### src/rtl/pll_loop_ctrl.sv
// Digital PLL loop controller: edge-based phase detector, PI loop filter with
// saturating integrator, and a lock qualifier on the measured phase error.
module pll_loop_ctrl #(
    parameter int bit_count  = 24,
    parameter int ERR_W      = 12,
    parameter int KP_SHIFT   = 4,
    parameter int KI_SHIFT   = 0,
    parameter int LOCK_COUNT = 16,
    parameter int LOCK_TOL   = 1
) (
    input  logic                 sys_clk,
    input  logic                 ext_rst_n,
    input  logic                 ref_in,
    input  logic                 dco_in,
    input  logic                 hold,
    output logic [bit_count-1:0] mod,
    output logic [ERR_W-1:0]     phase_err,
    output logic                 err_valid,
    output logic                 locked
);

    localparam logic [ERR_W-1:0] ERR_MAX = {1'b0, {(ERR_W-1){1'b1}}};
    localparam int SH_MAX = (KP_SHIFT > KI_SHIFT) ? KP_SHIFT : KI_SHIFT;
    localparam int SUM_W  = ((bit_count > ERR_W + SH_MAX) ? bit_count : ERR_W + SH_MAX) + 2;
    localparam logic signed [SUM_W-1:0] SAT_MAX = {{(SUM_W-bit_count+1){1'b0}}, {(bit_count-1){1'b1}}};
    localparam logic signed [SUM_W-1:0] SAT_MIN = {{(SUM_W-bit_count+1){1'b1}}, {(bit_count-1){1'b0}}};
    localparam int LCW = $clog2(LOCK_COUNT + 1);

    typedef enum logic [1:0] {
        IDLE     = 2'd0,
        REF_LEAD = 2'd1,
        DCO_LEAD = 2'd2
    } state_t;

    // Edge detection: bit 0 = ref, bit 1 = dco
    logic [1:0] sig_in;
    logic [1:0] hist_reg;
    logic [1:0] rise;
    logic       armed_reg;
    logic       ref_rise;
    logic       dco_rise;

    assign sig_in = {dco_in, ref_in};

    genvar gi;
    generate
        for (gi = 0; gi < 2; gi++) begin : g_edge
            // Suppressed for one cycle after reset so a level already high is not an edge
            assign rise[gi] = armed_reg & sig_in[gi] & ~hist_reg[gi];
        end
    endgenerate

    assign ref_rise = rise[0];
    assign dco_rise = rise[1];

    state_t           state_reg, state_next;
    logic [ERR_W-1:0] cnt_reg, cnt_next;
    logic             err_fire;
    logic [ERR_W-1:0] err_mag;
    logic             err_neg;
    logic [ERR_W-1:0] err_val;

    always_comb begin
        state_next = state_reg;
        cnt_next   = cnt_reg;
        err_fire   = 1'b0;
        err_mag    = '0;
        err_neg    = 1'b0;
        case (state_reg)
            IDLE: begin
                if (ref_rise && dco_rise) begin
                    err_fire = 1'b1;
                end else if (ref_rise) begin
                    state_next = REF_LEAD;
                    cnt_next   = ERR_W'(1);
                end else if (dco_rise) begin
                    state_next = DCO_LEAD;
                    cnt_next   = ERR_W'(1);
                end
            end
            REF_LEAD: begin
                if (dco_rise) begin
                    err_fire = 1'b1;
                    err_mag  = cnt_reg;
                    if (ref_rise) begin
                        cnt_next = ERR_W'(1);
                    end else begin
                        state_next = IDLE;
                        cnt_next   = '0;
                    end
                end else if (ref_rise) begin
                    err_fire = 1'b1;
                    err_mag  = ERR_MAX;
                    cnt_next = ERR_W'(1);
                end else if (cnt_reg == ERR_MAX) begin
                    err_fire   = 1'b1;
                    err_mag    = ERR_MAX;
                    state_next = IDLE;
                    cnt_next   = '0;
                end else begin
                    cnt_next = cnt_reg + ERR_W'(1);
                end
            end
            DCO_LEAD: begin
                err_neg = 1'b1;
                if (ref_rise) begin
                    err_fire = 1'b1;
                    err_mag  = cnt_reg;
                    if (dco_rise) begin
                        cnt_next = ERR_W'(1);
                    end else begin
                        state_next = IDLE;
                        cnt_next   = '0;
                    end
                end else if (dco_rise) begin
                    err_fire = 1'b1;
                    err_mag  = ERR_MAX;
                    cnt_next = ERR_W'(1);
                end else if (cnt_reg == ERR_MAX) begin
                    err_fire   = 1'b1;
                    err_mag    = ERR_MAX;
                    state_next = IDLE;
                    cnt_next   = '0;
                end else begin
                    cnt_next = cnt_reg + ERR_W'(1);
                end
            end
            default: begin
                state_next = IDLE;
                cnt_next   = '0;
            end
        endcase
    end

    assign err_val = err_neg ? ((~err_mag) + ERR_W'(1)) : err_mag;

    logic [ERR_W-1:0] phase_err_reg;
    logic             err_valid_reg;

    always_ff @(posedge sys_clk) begin
        if (!ext_rst_n) begin
            state_reg     <= IDLE;
            cnt_reg       <= '0;
            hist_reg      <= '0;
            armed_reg     <= 1'b0;
            phase_err_reg <= '0;
            err_valid_reg <= 1'b0;
        end else begin
            state_reg     <= state_next;
            cnt_reg       <= cnt_next;
            hist_reg      <= sig_in;
            armed_reg     <= 1'b1;
            err_valid_reg <= err_fire;
            if (err_fire) begin
                phase_err_reg <= err_val;
            end
        end
    end

    // Loop filter; sums are wide enough that only the explicit clamp limits them
    function automatic logic signed [SUM_W-1:0] sat(input logic signed [SUM_W-1:0] v);
        logic signed [SUM_W-1:0] r;
        if (v > SAT_MAX) begin
            r = SAT_MAX;
        end else if (v < SAT_MIN) begin
            r = SAT_MIN;
        end else begin
            r = v;
        end
        return r;
    endfunction

    logic [bit_count-1:0]    integ_reg;
    logic [bit_count-1:0]    mod_reg;
    logic signed [SUM_W-1:0] err_ext;
    logic signed [SUM_W-1:0] integ_ext;
    logic signed [SUM_W-1:0] integ_sat;
    logic signed [SUM_W-1:0] mod_sat;

    assign err_ext   = {{(SUM_W-ERR_W){phase_err_reg[ERR_W-1]}}, phase_err_reg};
    assign integ_ext = {{(SUM_W-bit_count){integ_reg[bit_count-1]}}, integ_reg};
    assign integ_sat = sat(integ_ext + (err_ext <<< KI_SHIFT));
    assign mod_sat   = sat(integ_sat + (err_ext <<< KP_SHIFT));

    always_ff @(posedge sys_clk) begin
        if (!ext_rst_n) begin
            integ_reg <= '0;
            mod_reg   <= '0;
        end else if (err_valid_reg && !hold) begin
            integ_reg <= integ_sat[bit_count-1:0];
            mod_reg   <= mod_sat[bit_count-1:0];
        end
    end

    // Lock qualifier runs regardless of hold
    logic [ERR_W-1:0] err_abs;
    logic             within_tol;
    logic [LCW-1:0]   lock_cnt_reg, lock_cnt_next;
    logic             locked_reg;

    assign err_abs    = phase_err_reg[ERR_W-1] ? ((~phase_err_reg) + ERR_W'(1)) : phase_err_reg;
    assign within_tol = (err_abs <= ERR_W'(LOCK_TOL));

    always_comb begin
        lock_cnt_next = '0;
        if (within_tol) begin
            lock_cnt_next = (lock_cnt_reg == LCW'(LOCK_COUNT)) ? lock_cnt_reg
                                                               : lock_cnt_reg + LCW'(1);
        end
    end

    always_ff @(posedge sys_clk) begin
        if (!ext_rst_n) begin
            lock_cnt_reg <= '0;
            locked_reg   <= 1'b0;
        end else if (err_valid_reg) begin
            lock_cnt_reg <= lock_cnt_next;
            locked_reg   <= (lock_cnt_next == LCW'(LOCK_COUNT));
        end
    end

    assign mod       = mod_reg;
    assign phase_err = phase_err_reg;
    assign err_valid = err_valid_reg;
    assign locked    = locked_reg;

endmodule
### config.mk
export PLATFORM = sky130hd
export DESIGN_NAME = pll_loop_ctrl
export DESIGN_NICKNAME = d
export VERILOG_FILES = /design/src/rtl/pll_loop_ctrl.sv
export SDC_FILE = /design/constraint.sdc
export NUM_CORES = 1
export LEC_CHECK = 0
export CAP_MARGIN = 20
export CELL_PAD_IN_SITES_DETAIL_PLACEMENT = 1
export CELL_PAD_IN_SITES_GLOBAL_PLACEMENT = 1
export CORE_UTILIZATION = 46
export DETAILED_ROUTE_END_ITERATION = 16
export MAX_ROUTING_LAYER = met4
export PLACE_DENSITY = 0.82
export SLEW_MARGIN = 20
export SYNTH_ARGS = -nofsm -noshare
export SYNTH_HDL_FRONTEND = slang
export SYNTH_SLANG_ARGS = --single-unit
### constraint.sdc
create_clock -name sys_clk -period 6.4 [get_ports sys_clk]
set_clock_uncertainty 0.1 [all_clocks]
set_input_delay 1.28 -clock sys_clk [delete_from_list [all_inputs] [get_ports sys_clk]]
set_output_delay 1.28 -clock sys_clk [all_outputs]
set_load 0.02 [all_outputs]
# == After elaboration in Yosys (flattened, before gate mapping) ==
# Cells that the tools add are included.
# word_totals
inputBits,5
mem_count,0
ram_bits,0
romBits,0
out_inout_bits,38
wordCells,89
ff_bits,84
latchBits,0
# classes
div_mod_pow,0
n_shift,0
n_addsub,6
n_mul,0
mux,45
eq_ne,9
n_reduce_logical,6
n_bitwise,8
magnitude_cmp,5
# op_table
op,n
$mux 12,12
$mux 26,2
$mux 24,2
$add 12x1->12 const B,3
$pmux 12 s3,1
$mux 11,3
$add 26x16->26,1
$gt 26x24->1 const B,1
$lt 26x24->1 const B,1
$add 24x12->25,1
$gt 25x24->1 const B,1
$lt 25x24->1 const B,1
$not 12->12,2
$pmux 12 s2,1
$mux 2,10
$eq 12x11->1 const B,1
$le 12x1->1 const B,1
$eq 5x5->1 const B,2
$mux 1,10
$mux 5,2
$ne 2x2->1 const B,3
$pmux 2 s3,1
$add 5x1->5 const B,1
$and 1x1->1,4
other kinds (10),12

# == Logic depth before layout (Yosys ltp) ==
# Gate-level depths: netlist of run 1.
# depth
depth_word,8
ltp_mapped,24
ltp_nobuf,21

# == Worst setup path before layout of run 1 ==
# Ideal clock, no wire load.
# synth_path
path_type,reg2reg
from,"reg phase_err_reg[11], in the netlist phase_err[11]"
to,"reg mod_reg[10], in the netlist mod[10]"
path_stages_with_launch,23
arrival_time_ns,5.223
path_buffers,3
synth_period_minus_slack_ns,5.442
setup_slack_ns,0.958
required_time_ns,6.181
setup_ns,0.119
cell_sequence,dfxtp_1 ha_1 a21oi_1 o21ai_0 a221oi_1 o21ai_1 a22o_1 buf_4 nand2_4 buf_6 o31ai_4 ha_1 fa_1 a211oi_1 o21ai_1 o211ai_1 a31oi_1 mux2i_1 or4b_1 nand3b_1 and2_2 buf_6 a21oi_1
# synth_via
elab_chain_len,8
elab_cells_between_ends,10
classes_between,add/sub (2); order compare (4); mux (4)
# synth_lines
element,line,source
from (decl),137,logic [ERR_W-1:0] phase_err_reg;
from (signal assigned),155,phase_err_reg <= err_val;
$add 24x12->25 (*),182,assign integ_sat = sat(integ_ext + (err_ext <<< KI_SHIFT));
$lt 25x24->1,165,end else if (v < SAT_MIN) begin
$mux 26,165,
$mux 26 (*),163,if (v > SAT_MAX) begin
via integ_sat[4],177,logic signed [SUM_W-1:0] integ_sat;
$add 26x16->26 (*),183,assign mod_sat = sat(integ_sat + (err_ext <<< KP_SHIFT));
$lt 26x24->1,165,
$mux 24,165,
$mux 24 (*),163,
to (signal assigned),191,mod_reg <= mod_sat[bit_count-1:0];
to (decl),174,logic [bit_count-1:0] mod_reg;
# The timed path passes the listed nets; every way through them passes the cells marked *.
# A chain may end at the register's enable or synchronous reset.

# == Worst setup path in the final report of run 1 ==
# layout_path
from,"reg phase_err_reg[0], in the netlist phase_err[0]"
to,"reg mod_reg[6], in the netlist mod[6]"
# The elaborated chain is that of the path after synthesis.

==> impl_metrics.tcl, run 1 <==
set metrics [dict create \
    worst-path-max-fanout 14 \
    wl_per_cell_microns 19.8 \
    yosys_warnings 0 \
    relSlewSlack 0.537 \
    synth_area_leaders "dfxtp_1, ha_1, a21oi_1" \
    synth_nets 930 \
    groute.usage.overall 0.301 \
    clk_pin_slew_worst_paths_ns 0.07 \
    period_needed_ns 6.06 \
    grt_pass1_wl_microns 34500 \
    finalHoldViolations 0 \
    async_flop_share 0 \
    setup_viol 0 \
    place.gp.congestion 0.936 \
    vias_per_cell 6.08 \
    yosysTopAreaCell "dfxtp_1" \
    fin_nets 960 \
    critPathKind "flop to flop" \
    slew_violations 0 \
    drt_wl_total_microns 21500 \
    cp-start-kind "flop" \
    drc_errors 0 \
    root_buffer "clkbuf_16" \
    dieWidth_microns 124 \
    peakVddDrop_mv 0.128 \
    worst_pin_slew_ns 0.687 \
    grt_overflow_total 0 \
    clockBufferDepth 2 \
    grt_pass1_vias 6748 \
    vias 6615 \
    cp_cell_sequence "ha_1 -> inv_1 -> fa_1 -> nor2b_1 -> o31a_1 -> o311ai_4 -> o21ai_1 -> a22o_4 -> nor2_8 -> o31ai_4 -> ha_1 -> fa_1 -> a211oi_1 -> o21ai_1 -> o211ai_1 -> a31oi_1 -> mux2i_1 -> or4b_1 -> nand3b_1 -> and2_2 -> a21oi_1" \
    boundaryPins 43 \
    cp.required_ns 6.52 \
    endpoint_kind "flop" \
    syn_area_sq_um 6830 \
    seq_power_share 0.386 \
    fp.dieH_microns 124 \
    syn2layout_area_growth_pct 13.4 \
    highest_layer "met4" \
    m1WireLength_microns 10600 \
    status "completed" \
    postRouteAntennaNets 0 \
    die_area_sq_um 15300 \
    max_stage_delay_ns 0.47 \
    antenna_found_initial 0 \
    clkSinkCount 84 \
    worstPathArrival_ns 6.18 \
    power.switching_mw 0.445 \
    switching_share 0.305 \
    synth_seq_cells 84 \
    synth_cells 869 \
    powerDensity_nw_per_um2 189 \
    synth_edf_count 0 \
    num_rows 44 \
    netlist.area_leader.share 0.246 \
    cp_slowest_cell "or4b_1" \
    clk_latency_ns 0.35 \
    cellLeakagePower_nw 3.35 \
    cts_buffers 9 \
    synth_cell_types 78 \
    p_comb_frac 0.226 \
    cap_violations 0 \
    drive_above_1_share 0.0719 \
    initial_core_util 0.470 \
    reg2regPathDepth 21 \
    power.internal_mw 1.01 \
    grt_max_degree 70 \
    hold_ws_ns 0.391 \
    dr.pass1.iters 6 \
    io_buffers 42 \
    dp_hpwl_microns 16400 \
    dp_worst_setup_slack_ns 0.0863 \
    wl_met2_microns 9960 \
    period_share 0.947 \
    hold_buffers 0 \
    hold_depth 2 \
    fmax_mhz 165 \
    hold_class "flop to flop" \
    postSynthAreaPerCell_sq_um 7.86 \
    cts_tree "built" \
    ys.flop_type "dfxtp_1" \
    fin_ws_ns 0.339 \
    drtIter0Drc 378 \
    ys_seq_area_frac 0.246 \
    htreeDepth 3 \
    coreArea_sq_um 14500 \
    diodes 0 \
    p_clk_frac 0.388 \
    dr_wl_met3_microns 608 \
]
==> final cells by class <==
type	count	area (sq um)
fillers	1797	6800
inverters	22	82.6
clock buffers	11	243
multi-input cells	724	4890
clock inverters	5	75.1
repair buffers	58	536
flip-flops and latches	84	1680
well taps	184	230
==> synth_stat cells, types with 5 or more instances <==
library cell   n
nand4_1        7
nor3_1        21
a221o_1        9
buf_2          6
a31oi_1        9
a21oi_1       80
dfxtp_1       84
ha_1          54
o21ai_0       72
and3_1        11
a21oi_2       11
and2_1        22
nor4_1         8
nand2_1       87
o211ai_1      13
xor2_1        18
nor2_1        60
inv_1         22
xnor2_1       31
o21ai_1        5
nor3b_1        5
or3_1          5
a21o_1        24
nand3_1       15
o211a_1       11
nand2b_1      15
o21a_1        12
clkbuf_1      26
nand3b_1       8
a21boi_0      12
nor2b_1       20
==> power by group through the flow <==
stage | combinational (mW) | sequential (mW) | clock [mW]
4_1_cts | 0.327 | 0.564 | 0.575
5_1_grt | 0.362 | 0.567 | 0.594
3_5_place_dp | 0.323 | 0.575 | 0
3_3_place_gp | 0.306 | 0.575 | 0
6_report | 0.329 | 0.564 | 0.566
2_1_floorplan | 0.209 | 0.583 | 0
==> cells by family (layout without fill, tap and decap cells) <==
kind of cell    count (synthesis)  in the layout  share of synthesized area
buf+inv                        61             96                     0.0396
mux                             4              4                    0.00587
fa+ha+maj                      60             60                      0.111
compound gates                309            309                      0.307
flops                          84             84                      0.246
simple gates                  302            302                      0.228
xor+xnor                       49             49                     0.0629
==> worst paths after layout <==
path                             start                        end  slack, ns
max          phase_err[0]$_SDFFE_PN0P_        mod[6]$_SDFFE_PN0P_       0.34
min          integ_reg[4]$_SDFFE_PN0P_  integ_reg[4]$_SDFFE_PN0P_       0.39
max reg2reg  phase_err[0]$_SDFFE_PN0P_        mod[6]$_SDFFE_PN0P_       0.34
min reg2reg  integ_reg[4]$_SDFFE_PN0P_  integ_reg[4]$_SDFFE_PN0P_       0.39
==> metrics by stage <==
| step | cells | setup TNS, ns | util | instance area (sq um) | power, mW |
|---|---|---|---|---|---|
| after floorplan | 869 | 0 | - | 6830 | 0.792 |
| after CTS | 1087 | 0 | 0.531 | 7720 | 1.47 |
| final | 1088 | 0 | 0.532 | 7740 | 1.46 |
| after global routing | 1088 | -0.0291 | 0.532 | 7740 | 1.52 |
| after detailed placement | 1071 | 0 | 0.509 | 7400 | 0.898 |
| after global placement | 1071 | 0 | 0.509 | 7400 | 0.881 |
==> per-layer routing <==
layer	up-vias	global-route usage
met3	29	0.0325
met5	-	-
met1	3234	0.404
li1	3236	-
met4	0	0.101
met2	116	0.472
==> critical path, delay by kind of cell (launching register included) <==
kind | cells | cell delay (ns)
AOI/OAI and AO/OA | 10 | 2.49
adders and majority gates | 4 | 1.18
buffers and inverters | 1 | 0.08
DFF | 1 | 0.37
muxes | 1 | 0.26
and+or+nand+nor | 5 | 1.43
==> cell usage in the layout (no fill, tap or decap), drive strengths merged, types with 24 or more instances in the layout <==
| master | count |
|---|---|
| ha | 54 |
| nand2 | 88 |
| o21ai | 79 |
| xnor2 | 31 |
| and2 | 24 |
| dfxtp | 84 |
| a21oi | 92 |
| clkdlybuf4s50 | 41 |
| a21o | 24 |
| nor2 | 62 |
==> repair_timing <==
action                                  CTS  global route
gates resized for setup                   0             4
buffers inserted                          0             1
endpoints found under the setup margin    0            23
Note: power is estimated with default switching activity, not from simulation.
==> run 2: changes to the inputs <==
Settings changed: CORE_MARGIN from default to 5, SLEW_MARGIN 20 to 15.
==> run 2 against run 1 <==
Effect of this change:
- clock power is 3% higher
- utilization is 0.19 points higher
- clock-buffer cell count is 1 lower
- global-route usage is 4.8 points lower
- critical path depth stayed put
- combinational power hardly changed
- maximum frequency is 0.33% lower
- non-clock buffer count is 3 higher
- total power is 1.2% higher
- via count is 1.7% higher
- final cell count is 0.28% higher
- first-iteration DRC count is 7.1% higher
- largest cell class unchanged
- largest power group unchanged
==> impl_metrics.tcl, run 2 (synthesis gave the netlist of run 1 again) <==
set metrics [dict create \
    grt_overflow_total 0 \
    endpoint_kind "flop" \
    cellLeakagePower_nw 3.37 \
    dpl_cell_area_sq_um 7430 \
    io_buffers 42 \
    status "completed" \
    drtIter0Drc 405 \
    hold_ws_ns 0.366 \
    drc_errors 0 \
    worst_pin_slew_ns 1.10 \
    vias_per_cell 6.17 \
    cp_cell_sequence "ha_1 -> inv_1 -> fa_1 -> nor2b_1 -> o31a_1 -> o311ai_4 -> o21ai_1 -> a22o_2 -> nand2_4 -> buf_4 -> a21oi_2 -> ha_1 -> a21o_1 -> a21o_1 -> a221oi_2 -> a31oi_1 -> mux2i_1 -> or4b_1 -> nand3b_1 -> and2_2 -> a21oi_1" \
    cp_slowest_cell "dfxtp_1" \
    wl_per_cell_microns 20.5 \
    cts_tree "built" \
    diodes 0 \
    fin_nets 963 \
    groute.usage.overall 0.254 \
    fp.dieH_microns 132 \
    finalHoldViolations 0 \
    utilization 0.534 \
    peakVddDrop_mv 0.122 \
    worstPathArrival_ns 6.20 \
    design_area_sq_um 7770 \
    dr.pass1.iters 5 \
    met2_usage 0.406 \
    final_cell_mix "nand2_1, dfxtp_1, a21oi_1" \
    drive_above_1_share 0.0761 \
    dp_worst_setup_slack_ns -0.00784 \
    htreeDepth 3 \
    relSlewSlack 0.264 \
    grt_pass1_wl_microns 35900 \
    cp.required_ns 6.52 \
    cp-start-kind "flop" \
    max_stage_delay_ns 0.47 \
    place.gp.congestion 0.950 \
    clk_pin_slew_worst_paths_ns 0.07 \
    slew_violations 0 \
    clk_latency_ns 0.35 \
    fin_setup_tns_ns 0 \
    hold_class "flop to flop" \
    setup_viol 0 \
    die_area_sq_um 17400 \
    drt_wl_total_microns 22400 \
    syn2layout_area_growth_pct 13.8 \
    fill_cells 1819 \
    dp_hpwl_microns 16600 \
    powerDensity_nw_per_um2 190 \
    grt_util_met3 0.0344 \
    post_cts_resized 1 \
    final-instance-count-excl-fill 1091 \
    postRouteAntennaNets 0 \
    period_needed_ns 6.08 \
    clkSinkCount 84 \
    p_total_mw 1.48 \
    fin_ws_ns 0.319 \
    dieWidth_microns 132 \
    multi_input_area_sq_um 4890 \
    boundaryPins 43 \
    grt_pass1_vias 7005 \
    hold_buffers 0 \
    fmax_mhz 164 \
    cap_violations 0 \
    root_buffer "clkbuf_16" \
    period_share 0.950 \
    worst-path-max-fanout 13 \
    initial_core_util 0.470 \
    num_rows 44 \
    met1_usage 0.331 \
    seq_area_sq_um 1680 \
    post_cts_buffers 0 \
    critPathKind "flop to flop" \
    clockBufferDepth 2 \
    vias 6727 \
    coreArea_sq_um 14500 \
    placed_cells 1075 \
    layout_commonest_cell "nand2_1" \
    cts_buffers 9 \
    antenna_found_initial 0 \
    busiest_layer "met2" \
    grt_max_degree 70 \
]
[run 2: routing by layer]
layer,vias up,share of wire,wire length (microns)
li1,3242,-,-
met1,3302,0.48,10600
met2,138,0.46,10400
met3,45,0.037,838
met4,0,0.023,505
met5,-,0,0
[run 2: critical path, delay by kind of cell (launching register included)]
kind | cells | cell delay [ns]
mux | 1 | 0.26
compound gates | 10 | 2.31
flops | 1 | 0.47
simple gates | 5 | 1.40
fa+ha+maj | 3 | 1.04
buf+inv | 2 | 0.34
[run 2: power breakdown]
group | switching [mW] | internal (mW)
Clock | 0.231 | 0.352
Sequential | 0.0203 | 0.541
Combinational | 0.209 | 0.123
Total | 0.460 | 1.02
[run 2: area by class of cell]
class                      instances  area share
clock buffer                      10      0.0308
tap                              184      0.0296
multi-input combinational        724       0.629
sequential                        84       0.217
clock inverter                     6      0.0113
timing repair buffer              61      0.0719
inverter                          22      0.0106
[run 2: path summary, 6_finish.rpt]
path | startpoint | endpoint | slack (ns) | cells after the start
max | phase_err[0]$_SDFFE_PN0P_ | mod[6]$_SDFFE_PN0P_ | 0.32 | 21
min | integ_reg[8]$_SDFFE_PN0P_ | integ_reg[8]$_SDFFE_PN0P_ | 0.37 | 2
max reg2reg | phase_err[0]$_SDFFE_PN0P_ | mod[6]$_SDFFE_PN0P_ | 0.32 | 21
min reg2reg | integ_reg[8]$_SDFFE_PN0P_ | integ_reg[8]$_SDFFE_PN0P_ | 0.37 | 2
==> run 3: changes to the inputs <==
Settings changed: CTS_CLUSTER_DIAMETER from default to 200, CTS_CLUSTER_SIZE from default to 10.
Clock period 6.4 ns to 7.35 ns, I/O delays scaled along.
==> run 3 against run 2 <==
Effect of this change:
- cell area decreased by 2.0%
- global-route usage is 0.088 points lower
- wire length decreased by 3.0%
- flip-flop and latch count unchanged
- combinational power is 19% lower
- clock power decreased by 26%
- sequential share of layout area increased by 0.43 points
- critical path depth shrank 2
- first-iteration DRC count down 2.5%
- clock-buffer cell count rose by 3
- critical endpoint is now mod[18]$_SDFFE_PN0P_
==> impl_metrics.tcl, run 3 (synthesis gave the netlist of run 1 again) <==
set metrics [dict create \
    vias 6630 \
    final_cell_mix "nand2_1, dfxtp_1, a21oi_1" \
    worstPathArrival_ns 7.03 \
    hold_buffers 0 \
    dr_wl_met3_microns 687 \
    io_buffers 42 \
    drc_errors 0 \
    worst_pin_slew_ns 0.975 \
    reg2regPathDepth 19 \
    peakVddDrop_mv 0.103 \
    finalHoldViolations 0 \
    dpl_cell_area_sq_um 7330 \
    fin_nets 951 \
    antenna_found_initial 0 \
    cap_violations 0 \
    postRouteAntennaNets 0 \
    period_needed_ns 6.85 \
    fmax_mhz 146 \
    clk_latency_ns 0.35 \
    die_area_sq_um 17400 \
    setup_viol 0 \
    p_total_mw 1.20 \
    vias_per_cell 6.15 \
    post_cts_buffers 0 \
    fp.dieH_microns 132 \
    drtIter0Drc 395 \
    groute.usage.overall 0.253 \
    dr.pass1.iters 5 \
    status "completed" \
    final-instance-count-excl-fill 1078 \
    r2r_end "mod[18]$_SDFFE_PN0P_" \
    place.gp.congestion 0.963 \
    wl_met2_microns 10000 \
    period_share 0.931 \
    syn2layout_area_growth_pct 11.5 \
    diodes 0 \
    cellLeakagePower_nw 3.28 \
    regToRegStartpoint "phase_err[11]$_SDFFE_PN0P_" \
    wl_per_cell_microns 20.1 \
    m1WireLength_microns 10600 \
    cts_buffers 9 \
    root_buffer "clkbuf_16" \
    fill_cells 1825 \
    clkSinkCount 84 \
    design_area_sq_um 7610 \
    layout_commonest_cell "nand2_1" \
    clockBufferDepth 2 \
    dieWidth_microns 132 \
    endpoint_kind "flop" \
    hp-start "integ_reg[8]$_SDFFE_PN0P_" \
    worstHoldEndpoint "integ_reg[8]$_SDFFE_PN0P_" \
    hold_depth 2 \
    utilization 0.524 \
    slew_violations 0 \
    boundaryPins 43 \
    fin_setup_tns_ns 0 \
    dp_hpwl_microns 16200 \
    grt_max_degree 70 \
    post_cts_resized 0 \
    rrSetupSlack_ns 0.50 \
    initial_core_util 0.470 \
    htreeDepth 3 \
    critPathKind "flop to flop" \
    coreArea_sq_um 14500 \
    cts_tree "built" \
    cp-start-kind "flop" \
    grt_pass1_wl_microns 35800 \
    grt_overflow_total 0 \
    highest_layer "met4" \
    rsz0062_at_grt "false" \
    hold_class "flop to flop" \
    clk_pin_slew_worst_paths_ns 0.06 \
    cp.required_ns 7.54 \
    drt_wl_total_microns 21700 \
    worst-path-max-fanout 24 \
    placed_cells 1062 \
    drive_above_1_share 0.0570 \
    relSlewSlack 0.349 \
    powerDensity_nw_per_um2 158 \
    grt_pass1_vias 6865 \
    num_rows 44 \
]
-- run 3: how the worst max path moves through the flow --
stage                                from                    to  slack (ns)  depth (start not counted)
2_1_floorplan  phase_err[11]$_SDFFE_PN0P_  mod[10]$_SDFFE_PN0P_        1.91                         22
3_3_place_gp   phase_err[11]$_SDFFE_PN0P_   mod[4]$_SDFFE_PN0P_        1.08                         19
4_1_cts        phase_err[11]$_SDFFE_PN0P_  mod[18]$_SDFFE_PN0P_        0.64                         19
3_5_place_dp   phase_err[11]$_SDFFE_PN0P_  mod[18]$_SDFFE_PN0P_        0.73                         19
5_1_grt        phase_err[11]$_SDFFE_PN0P_  mod[18]$_SDFFE_PN0P_        0.13                         19
6_report       phase_err[11]$_SDFFE_PN0P_  mod[18]$_SDFFE_PN0P_        0.50                         19
-- run 3: layout make-up --
type                       count  area, sq um  area share
sequential                    84         1680       0.221
clock buffer                  13          260      0.0342
timing repair buffer          49          468      0.0615
tap                          184          230      0.0303
inverter                      22         82.6      0.0109
multi-input combinational    724         4880       0.641
clock inverter                 2         10.0     0.00132
-- run 3: worst max-delay path, stage by stage, from the launching register on --
cell and delay [ns]:
dfxtp_1 0.96, ha_1 0.44, a21oi_1 0.25, o21ai_0 0.19
a221oi_1 0.32, o21ai_1 0.17, a22o_1 0.43, nand2_4 0.36
o31ai_4 0.13, ha_1 0.25, fa_1 0.43, a211oi_1 0.30
o21ai_1 0.19, o211ai_1 0.29, a31oi_1 0.19, mux2i_1 0.19
a211o_1 0.33, o211ai_2 0.20, nor2b_1 0.76, a221o_1 0.28
-- run 3: power by group --
part	internal [mW]	total [mW]	switching [mW]
Sequential	0.472	0.500	0.0284
Clock	0.245	0.431	0.186
Combinational	0.102	0.270	0.168
Total	0.819	1.20	0.382
-- run 3: per-layer routing --
layer  GRT usage  vias up
li1            -     3211
met1       0.336     3260
met2       0.401      120
met3      0.0328       39
met4      0.0783        0
met5           -        -
-- run 3: metrics by stage --
stage	hold slack, ns	worst slack (ns)
CTS	0.373	0.639
floorplan	0.339	1.91
detailed placement	0.362	0.728
finish	0.368	0.504
global placement	0.349	1.08
global route	0.386	0.134
